[config.mk]
export PLATFORM = sky130hd
export DESIGN_NAME = pp_wr_arbiter_flat
export DESIGN_NICKNAME = d
export VERILOG_FILES = /design/src/rtl/pp_wr_if.sv /design/src/rtl/pp_wr_arbiter.sv /design/src/flat_wrapper.sv
export SDC_FILE = /design/constraint.sdc
export NUM_CORES = 1
export LEC_CHECK = 0
export CAP_MARGIN = 30
export CELL_PAD_IN_SITES_DETAIL_PLACEMENT = 1
export CELL_PAD_IN_SITES_GLOBAL_PLACEMENT = 1
export CORE_UTILIZATION = 21
export CTS_CLUSTER_DIAMETER = 150
export CTS_CLUSTER_SIZE = 30
export DETAILED_ROUTE_END_ITERATION = 10
export PLACE_DENSITY = 0.88
export SETUP_SLACK_MARGIN = 0.15
export SLEW_MARGIN = 10
export SYNTH_ARGS = -nofsm -noshare
export SYNTH_HDL_FRONTEND = slang
export SYNTH_SLANG_ARGS = --single-unit
export TNS_END_PERCENT = 20
[constraint.sdc]
create_clock -name clk -period 2.1 [get_ports clk]
set_input_delay 0.315 -clock clk [delete_from_list [all_inputs] [get_ports clk]]
set_output_delay 0.315 -clock clk [all_outputs]
set_load 0.01 [all_outputs]
[src/rtl/pp_wr_if.sv]
// Write handshake bundle between the upstream producers, the arbiter and the
// ping-pong buffer write port.
//   req_valid   NREQ          per-producer beat valid
//   req_data    NREQ*DATA_W   per-producer beat data, producer i at [i*DATA_W +: DATA_W]
//   req_ready   NREQ          per-producer beat accept
//   buf_wr_acq  1             write request towards the buffer
//   buf_wr_rdy  1             buffer write half available
//   buf_wr_data DATA_W        write data towards the buffer
// slave  : arbiter side.
// master : environment side (producers plus buffer).
interface pp_wr_if #(
  parameter int NREQ   = 4,
  parameter int DATA_W = 32
);
  logic [NREQ-1:0]        req_valid;
  logic [NREQ*DATA_W-1:0] req_data;
  logic [NREQ-1:0]        req_ready;
  logic                   buf_wr_acq;
  logic                   buf_wr_rdy;
  logic [DATA_W-1:0]      buf_wr_data;

  modport slave (
    input  req_valid, req_data, buf_wr_rdy,
    output req_ready, buf_wr_acq, buf_wr_data
  );

  modport master (
    output req_valid, req_data, buf_wr_rdy,
    input  req_ready, buf_wr_acq, buf_wr_data
  );
endinterface

[src/rtl/pp_wr_arbiter.sv]
// Round-robin write-port arbiter and tile sequencer for the ping-pong
// activation buffer. One producer owns the buffer write port for a whole
// tile of BEATS beats so tiles never interleave inside one buffer half.
// Ports:
//   clk, rst      clock and asynchronous active-high reset
//   bus           handshake bundle (pp_wr_if.slave)
//   grant_o       one-hot owner of the current tile, 0 when idle
//   busy_o        tile burst in progress
//   tile_done_o   one-cycle pulse after the last beat of a tile
//   tile_src_o    index of the producer that completed the last tile
//   tile_count_o  completed tiles since reset, wrapping
//
// state | meaning
// IDLE  | no owner; round-robin pick among valid producers
// BURST | owner locked until BEATS beats have been accepted
module pp_wr_arbiter #(
  parameter int NREQ   = 4,
  parameter int DATA_W = 32,
  parameter int BEATS  = 4,
  parameter int CNT_W  = 16
) (
  input  logic                     clk,
  input  logic                     rst,
  pp_wr_if.slave                   bus,
  output logic [NREQ-1:0]          grant_o,
  output logic                     busy_o,
  output logic                     tile_done_o,
  output logic [$clog2(NREQ)-1:0]  tile_src_o,
  output logic [CNT_W-1:0]         tile_count_o
);
  localparam int SRC_W = $clog2(NREQ);
  localparam int BCW   = (BEATS > 1) ? $clog2(BEATS) : 1;

  typedef enum logic {IDLE, BURST} state_t;

  state_t             state_q, state_d;
  logic [NREQ-1:0]    grant_q, grant_d;
  logic [SRC_W-1:0]   owner_q, owner_d;
  logic [SRC_W-1:0]   rr_ptr_q, rr_ptr_d;
  logic [SRC_W-1:0]   tile_src_q, tile_src_d;
  logic [BCW-1:0]     beat_cnt_q, beat_cnt_d;
  logic               tile_done_q, tile_done_d;
  logic [CNT_W-1:0]   tile_count_q, tile_count_d;

  logic               found;
  logic [SRC_W-1:0]   win, cand;
  logic               owner_valid;
  logic [DATA_W-1:0]  owner_data;
  logic               busy, beat_acc, last_beat;

  // First valid producer at or after rr_ptr, wrapping modulo NREQ.
  always_comb begin
    found = 1'b0;
    win   = '0;
    cand  = '0;
    for (int k = 0; k < NREQ; k++) begin
      cand = SRC_W'((int'(rr_ptr_q) + k) % NREQ);
      if (!found && bus.req_valid[cand]) begin
        found = 1'b1;
        win   = cand;
      end
    end
  end

  always_comb begin
    owner_valid = 1'b0;
    owner_data  = '0;
    for (int i = 0; i < NREQ; i++) begin
      if (owner_q == SRC_W'(i)) begin
        owner_valid = bus.req_valid[i];
        owner_data  = bus.req_data[i*DATA_W +: DATA_W];
      end
    end
  end

  assign busy      = (state_q == BURST);
  assign beat_acc  = busy & owner_valid & bus.buf_wr_rdy;
  assign last_beat = (beat_cnt_q == BCW'(BEATS - 1));

  // Combinational pass-through from the owner to the buffer port.
  assign bus.buf_wr_acq  = busy & owner_valid;
  assign bus.buf_wr_data = busy ? owner_data : '0;
  assign bus.req_ready   = (busy & bus.buf_wr_rdy) ? grant_q : '0;

  always_comb begin
    state_d      = state_q;
    grant_d      = grant_q;
    owner_d      = owner_q;
    beat_cnt_d   = beat_cnt_q;
    rr_ptr_d     = rr_ptr_q;
    tile_done_d  = 1'b0;
    tile_src_d   = tile_src_q;
    tile_count_d = tile_count_q;
    case (state_q)
      IDLE: begin
        if (found) begin
          state_d      = BURST;
          grant_d      = '0;
          grant_d[win] = 1'b1;
          owner_d      = win;
          beat_cnt_d   = '0;
        end
      end
      BURST: begin
        if (beat_acc) begin
          if (last_beat) begin
            state_d      = IDLE;
            grant_d      = '0;
            beat_cnt_d   = '0;
            rr_ptr_d     = (owner_q == SRC_W'(NREQ - 1)) ? '0 : owner_q + 1'b1;
            tile_done_d  = 1'b1;
            tile_src_d   = owner_q;
            tile_count_d = tile_count_q + 1'b1;
          end else begin
            beat_cnt_d = beat_cnt_q + 1'b1;
          end
        end
      end
      default: state_d = IDLE;
    endcase
  end

  always_ff @(posedge clk or posedge rst) begin
    if (rst) begin
      state_q      <= IDLE;
      grant_q      <= '0;
      owner_q      <= '0;
      beat_cnt_q   <= '0;
      rr_ptr_q     <= '0;
      tile_done_q  <= 1'b0;
      tile_src_q   <= '0;
      tile_count_q <= '0;
    end else begin
      state_q      <= state_d;
      grant_q      <= grant_d;
      owner_q      <= owner_d;
      beat_cnt_q   <= beat_cnt_d;
      rr_ptr_q     <= rr_ptr_d;
      tile_done_q  <= tile_done_d;
      tile_src_q   <= tile_src_d;
      tile_count_q <= tile_count_d;
    end
  end

  assign grant_o      = grant_q;
  assign busy_o       = busy;
  assign tile_done_o  = tile_done_q;
  assign tile_src_o   = tile_src_q;
  assign tile_count_o = tile_count_q;
endmodule

[src/flat_wrapper.sv]
// flat-port wrapper written by rule: the top's interface ports become plain ports
module pp_wr_arbiter_flat 
#(
  parameter int NREQ   = 4,
  parameter int DATA_W = 32,
  parameter int BEATS  = 4,
  parameter int CNT_W  = 16
)
  (clk, rst, grant_o, busy_o, tile_done_o, tile_src_o, tile_count_o, bus_req_valid, bus_req_data, bus_buf_wr_rdy, bus_req_ready, bus_buf_wr_acq, bus_buf_wr_data);
  pp_wr_if #(.NREQ(NREQ), .DATA_W(DATA_W)) bus_i ();
  input  logic clk;
  input  logic rst;
  output logic [NREQ-1:0] grant_o;
  output logic busy_o;
  output logic tile_done_o;
  output logic [$clog2(NREQ)-1:0] tile_src_o;
  output logic [CNT_W-1:0] tile_count_o;
  input wire logic [$bits(bus_i.req_valid)-1:0] bus_req_valid;
  input wire logic [$bits(bus_i.req_data)-1:0] bus_req_data;
  input wire logic [$bits(bus_i.buf_wr_rdy)-1:0] bus_buf_wr_rdy;
  output wire logic [$bits(bus_i.req_ready)-1:0] bus_req_ready;
  output wire logic [$bits(bus_i.buf_wr_acq)-1:0] bus_buf_wr_acq;
  output wire logic [$bits(bus_i.buf_wr_data)-1:0] bus_buf_wr_data;
  assign bus_i.req_valid = bus_req_valid;
  assign bus_i.req_data = bus_req_data;
  assign bus_i.buf_wr_rdy = bus_buf_wr_rdy;
  assign bus_req_ready = bus_i.req_ready;
  assign bus_buf_wr_acq = bus_i.buf_wr_acq;
  assign bus_buf_wr_data = bus_i.buf_wr_data;
  pp_wr_arbiter #(.NREQ(NREQ), .DATA_W(DATA_W), .BEATS(BEATS), .CNT_W(CNT_W)) u_core (.clk(clk), .rst(rst), .bus(bus_i), .grant_o(grant_o), .busy_o(busy_o), .tile_done_o(tile_done_o), .tile_src_o(tile_src_o), .tile_count_o(tile_count_o));
endmodule
# Yosys cells after proc, flatten, opt, wreduce, memory -nomap -nowiden
# Cells that the tools add are included.
# Widths: inputs -> output; s select.
# word_totals
word_cells,87
output_inout_bits,61
register_bits,30
# op_classes
n_bitwise,4
eq_ne,7
order_cmp,6
n_mux,44
add_sub_neg,6
reduce_logical,12
# op_table
op,count
$mux 32,5
$mux 1,19
$add 16x1->16 const B,1
$mux 2,8
$mux 4,4
$lt 2x3->1 const B,5
$bmux 1 s2,4
$pmux 4 s2,1
$add 2x1->2 const B,3
$eq 2x2->1 const B,3
$reduce_and 3->1,2
$add 2x2->2 const B,2
$logic_and 1x1->1,4
$ne 2x2->1 const B,2
$pmux 2 s2,1
$reduce_and 2->1,2
$and 1x1->1,3
$logic_not 1->1,3
$demux 1 s2,1
$eq 2x1->1 const B,1
$ge 2x1->1 const B,1
$logic_not 2->1,1
$ne 2x1->1 const B,1
$pmux 1 s2,1
$not 1->1,1

# Depth between registers and ports, before layout
# logic_depth
word_depth,18
ltp_mapped,9
ltp_nobuf,6

# Least setup slack after synthesis
# OpenSTA, ideal clock, no wires.
# synth_timing
path_type,reg2reg
start,register u_core.owner_q[1]
end,"register u_core.tile_src_q[0], in the netlist u_core.tile_src_o[0]"
required_time_ns,1.973
setup_time_ns,0.127
stages_incl_launch_ff,9
path_slack_ns,0.119
n_path_buf,2
synth_period_minus_slack_ns,1.981
t_arrival_ns,1.853
path_cell_list,dfrtp_1 > inv_1 > ha_1 > buf_2 > nand3b_1 > a211o_1 > nor3_2 > buf_4 > mux2_1
# synth_via
elab_chain_len,8
word_cells_on_any_way,11
classes_between,eq/ne (3); mux (4); bitwise (2); reduce/logical (2)
# synth_rtl
item,line_no,rtl
from (decl),pp_wr_arbiter.sv:38,"logic [SRC_W-1:0] owner_q, owner_d;"
from (signal assigned),pp_wr_arbiter.sv:136,owner_q <= owner_d;
$logic_not 2->1,pp_wr_arbiter.sv:69,if (owner_q == SRC_W'(i)) begin
$mux 1 (3 in series),pp_wr_arbiter.sv:69,
$mux 1 (*),pp_wr_arbiter.sv:69,
$and 1x1->1 (*) (2 in series),pp_wr_arbiter.sv:77,assign beat_acc = busy & owner_valid & bus.buf_wr_rdy;
$reduce_and 3->1 (no source line) (*),--,
to (signal assigned),pp_wr_arbiter.sv:140,tile_src_q <= tile_src_d;
to (decl),pp_wr_arbiter.sv:40,"logic [SRC_W-1:0] tile_src_q, tile_src_d;"
# Every way passes the cells marked *; elsewhere a longest branch is shown, timed or not.
# A chain may end at the register's enable or synchronous reset.

# Worst setup path in the final report
# layout_timing
start,register u_core.owner_q[0]
end,output bus_buf_wr_data[17]
# layout_via
elab_chain_len,6
word_cells_on_any_way,9
classes_between,eq/ne (3); mux (5); reduce/logical (1)
# layout_rtl
item,line_no,rtl
$logic_not 2->1,pp_wr_arbiter.sv:69,
$mux 32 (3 in series),pp_wr_arbiter.sv:69,
$mux 32 (*),pp_wr_arbiter.sv:69,
$mux 32 (*),pp_wr_arbiter.sv:82,assign bus.buf_wr_data = busy ? owner_data : '0;
to (decl),flat_wrapper.sv:23,output wire logic [$bits(bus_i.buf_wr_data)-1:0] bus_buf_wr_data;
# Marks and branches as above.

==> out/qor.txt <==
Result of the run = finished with violations
Violated checks = setup timing
Routed wirelength normalized by instance count = 22.0 µm
Setup Crit Path Kind = flop to primary output
Largest stage delay on the critical path = 0.44 ns
Placer congestion estimate = 0.917
Clock Sinks = 30
Half-perimeter wire length of the detailed placement result = 9900 µm
CTS clock-pin slew for the worst setup and hold paths = 0.05 ns
Class of the most critical hold timing path = input pin to asynchronous set/reset pin
Die H = 112 µm
Ordered cell list for the critical path = inv_2, ha_4, nor2b_4, buf_12, clkbuf_16, a221oi_2, a21oi_1, a22o_1, buf_2
Power per Cell Area = 1350 nW/µm²
Synthesized area per cell = 8.53 µm²
ANT cells = 0
F_max = 415 MHz
Syn nets = 441
Period minus WS final = 2.41 ns
Placement row count = 39
Pin count of the biggest net entering global routing = 32
Setup Viol. Count Final = 46
Net switching power = 3.28 mW
R2R setup slack = -0.22 ns
Fill cell total of the finished layout = 1307
Iteration-0 DRC count of the detailed router = 213
Clock Skews = 0.00396 ns
DRT Pass-1 Iters = 4
Proportion of power drawn by flip-flops and latches = 11.3%
Sum of overflow across all layers after global routing = 0
Placed Cells = 643
Area growth, synth to finish = 112%
Switching portion of total power = 44.6%
Count of final max-slew check failures = 0
Number of flops mapped to enable cells by yosys = 0
Total wire length = 14500 µm
Max-slew headroom = 66.0%
Clock root buffer master = sky130_fd_sc_hd__clkbuf_16
Count of buffer and inverter cells on the critical path = 4
Initial cell density of the core = 21.9%
Maximum Capacitance Violations = 0
Cell area after synthesis = 2560 µm²
Layout cell share with drive strength beyond 1 = 26.8%
Skew-Pair Late Insertion Delay = 0.28 ns
Clock network fraction of total power = 9.8%
Number of instances in the synthesized netlist = 300
Commonest cells after routing, fill and taps aside = 161 x sky130_fd_sc_hd__clkdlybuf4s50_1, 38 x sky130_fd_sc_hd__inv_1, 31 x sky130_fd_sc_hd__a22o_1
Final-layout setup total negative slack = -8.43 ns
Hold violation total from the final report = 0
Via Count = 3398
Leakage power = 2.41 nW
Largest fanout of any net on the critical path = 6
Sequential element share of the synthesized area = 29.3%
Asr flop ratio synth = 100%
Category of the worst setup path capture point = primary output
Number of nets at the end of the flow = 655
Required time worst endpoint = 1.78 ns
Post-route DRC violation count = 0
Non-filler cells, final = 658
Post-synthesis register bit count = 30
Routed Antenna Nets = 0
Largest buffer count on any clock path = 2
Largest area contributor in the netlist = sky130_fd_sc_hd__dfrtp_1
Smallest setup slack after layout = -0.311 ns
Largest delay share family, worst path = buffers and inverters
Leading cell types by total area after synthesis = sky130_fd_sc_hd__dfrtp_1 29%, sky130_fd_sc_hd__a221oi_1 11%, sky130_fd_sc_hd__a22o_1 11%
Initial antenna violation count = 0
Startpoint class of the critical path = flop
Crit path max-delay cell type = sky130_fd_sc_hd__dfrtp_2
Vias in the first global route = 3571
Total number of H-tree levels = 2
Dominant synthesized flop cell = sky130_fd_sc_hd__dfrtp_1
Die Footprint = 12600 µm²
Total clock buffers created by CTS = 5
Hold bufs inserted after CTS = 0
Wire length of the first global-routing pass = 19600 µm
Most frequent standard cell in the layout excluding fill and tap cells = sky130_fd_sc_hd__clkdlybuf4s50_1
Floorplan Core Area = 11700 µm²
CTS tree = done
IR drop worst, VDD = 0.000524 V
Global router's overall resource usage = 20.1%
Power consumption = 7.35 mW
Area fraction of the dominant cell type after synthesis = 29.3%
Worst EP arrival = 2.10 ns
Final Cycle Share = 115%
Part of the power in combinational logic = 78.9%
Internal Pwr Total = 4.08 mW
Top-Level Pins = 196
RSZ-0062 raised after global routing = yes
Post-synth cell types = 43
Port bufs = 195
Routed vias/inst = 5.16
Syn. warnings = 0
Transition time at the pin with the least slew margin = 0.509 ns
Die outline width = 112 µm
==> cell usage after synthesis (3+ instances only) <==
master and count:
sky130_fd_sc_hd__o21ai_0 5, sky130_fd_sc_hd__nand2_1 17, sky130_fd_sc_hd__inv_1 40, sky130_fd_sc_hd__mux2_1 3, sky130_fd_sc_hd__xor2_1 14, sky130_fd_sc_hd__nand3_1 5, sky130_fd_sc_hd__ha_1 6, sky130_fd_sc_hd__a221oi_1 31
sky130_fd_sc_hd__nor3_2 6, sky130_fd_sc_hd__o32ai_1 4, sky130_fd_sc_hd__nor4_2 8, sky130_fd_sc_hd__and3_1 6, sky130_fd_sc_hd__clkbuf_1 18, sky130_fd_sc_hd__a22o_1 31, sky130_fd_sc_hd__dfrtp_1 30, sky130_fd_sc_hd__buf_1 4
sky130_fd_sc_hd__a21oi_1 36, sky130_fd_sc_hd__nor2_1 5
==> power by group through the flow <==
stage               Sequential (mW)  Combinational, mW  Clock [mW]
floorplan                     0.823               2.44           0
global placement              0.808               4.76           0
detailed placement            0.818               4.91           0
CTS                           0.813               5.28       0.722
global route                  0.841               6.15       0.755
finish                        0.828               5.80       0.723
==> per-layer routing <==
layer | track usage (%) | up-vias | wire (µm)
met5 | 0 | - | 0
met4 | 7.11 | 0 | 529
met3 | 4.37 | 38 | 834
met2 | 37.3 | 142 | 7530
met1 | 22.5 | 1658 | 5560
li1 | - | 1560 | -
==> area by class of cell <==
type,count,area (µm²),share of cell area (%)
inverter,40,150,2.77
timing repair buffer,233,2300,42.4
sequential,30,752,13.9
tap,143,179,3.30
clock inverter,1,5.00,0.0922
multi-input combinational,204,1900,35.0
clock buffer,7,143,2.63
==> per-stage QoR <==
step	hold slack [ns]	area (µm²)	utilization [%]	worst slack, ns
3_3_place_gp	0.459	4880	41.9	-0.268
3_5_place_dp	0.481	4880	41.9	-0.382
4_1_cts	0.388	5270	45.2	-0.274
5_1_grt	0.424	5430	46.6	-0.343
6_report	0.372	5430	46.6	-0.311
2_1_floorplan	0.406	2570	-	0.146
==> registers in the layout, indices dropped and copies added, names as in the netlist <==
name                 flops
u_core.owner_q           2
u_core.busy_o            1
u_core.beat_cnt_q        2
u_core.rr_ptr_q          2
u_core.tile_count_o     16
u_core.tile_done_o       1
u_core.grant_o           4
u_core.tile_src_o        2
==> worst reg2reg max path, delay by kind of cell, from the launching register on <==
kind / cells / cell delay [ns]
adder cells (fa/ha/maj): 1 / 0.18
multiplexers: 1 / 0.34
flip-flops: 1 / 0.46
buffers and inverters: 4 / 0.64
AND/OR/NAND/NOR: 2 / 0.29
AO/OA/AOI/OAI: 1 / 0.29
==> cells by family after synthesis <==
group                      share of synthesized area (%)
AOI/OAI and AO/OA                                   34.0
buffers and inverters                               10.3
and+or+nand+nor                                     15.7
DFF                                                 29.3
xor gates and xnor gates                            5.13
muxes                                               2.59
adders and majority gates                           2.93
==> path summary, 6_finish.rpt <==
check / cells past startpoint / endpoint / startpoint
max: 9 / bus_buf_wr_data[17] / u_core.owner_q[0]
min: 2 / u_core.beat_cnt_q[1] / rst
max reg2reg: 9 / u_core.rr_ptr_q[1] / u_core.owner_q[0]
min reg2reg: 1 / u_core.tile_count_o[15] / u_core.tile_count_o[15]
max in group asynchronous: 3 / u_core.owner_q[0] / rst
min in group clk: 1 / u_core.tile_count_o[15] / u_core.tile_count_o[15]
==> timing repair <==
| item | 4_1_cts | 5_1_grt |
|---|---|---|
| endpoints found under the setup margin | 59 | 61 |
| endpoints found under the hold margin | 0 | 0 |
| pin swaps | 7 | 24 |
| setup buffers | 2 | 1 |
| gates cloned | 2 | 2 |
| resized for setup | 120 | 59 |
(Power assumes the default switching activity.)
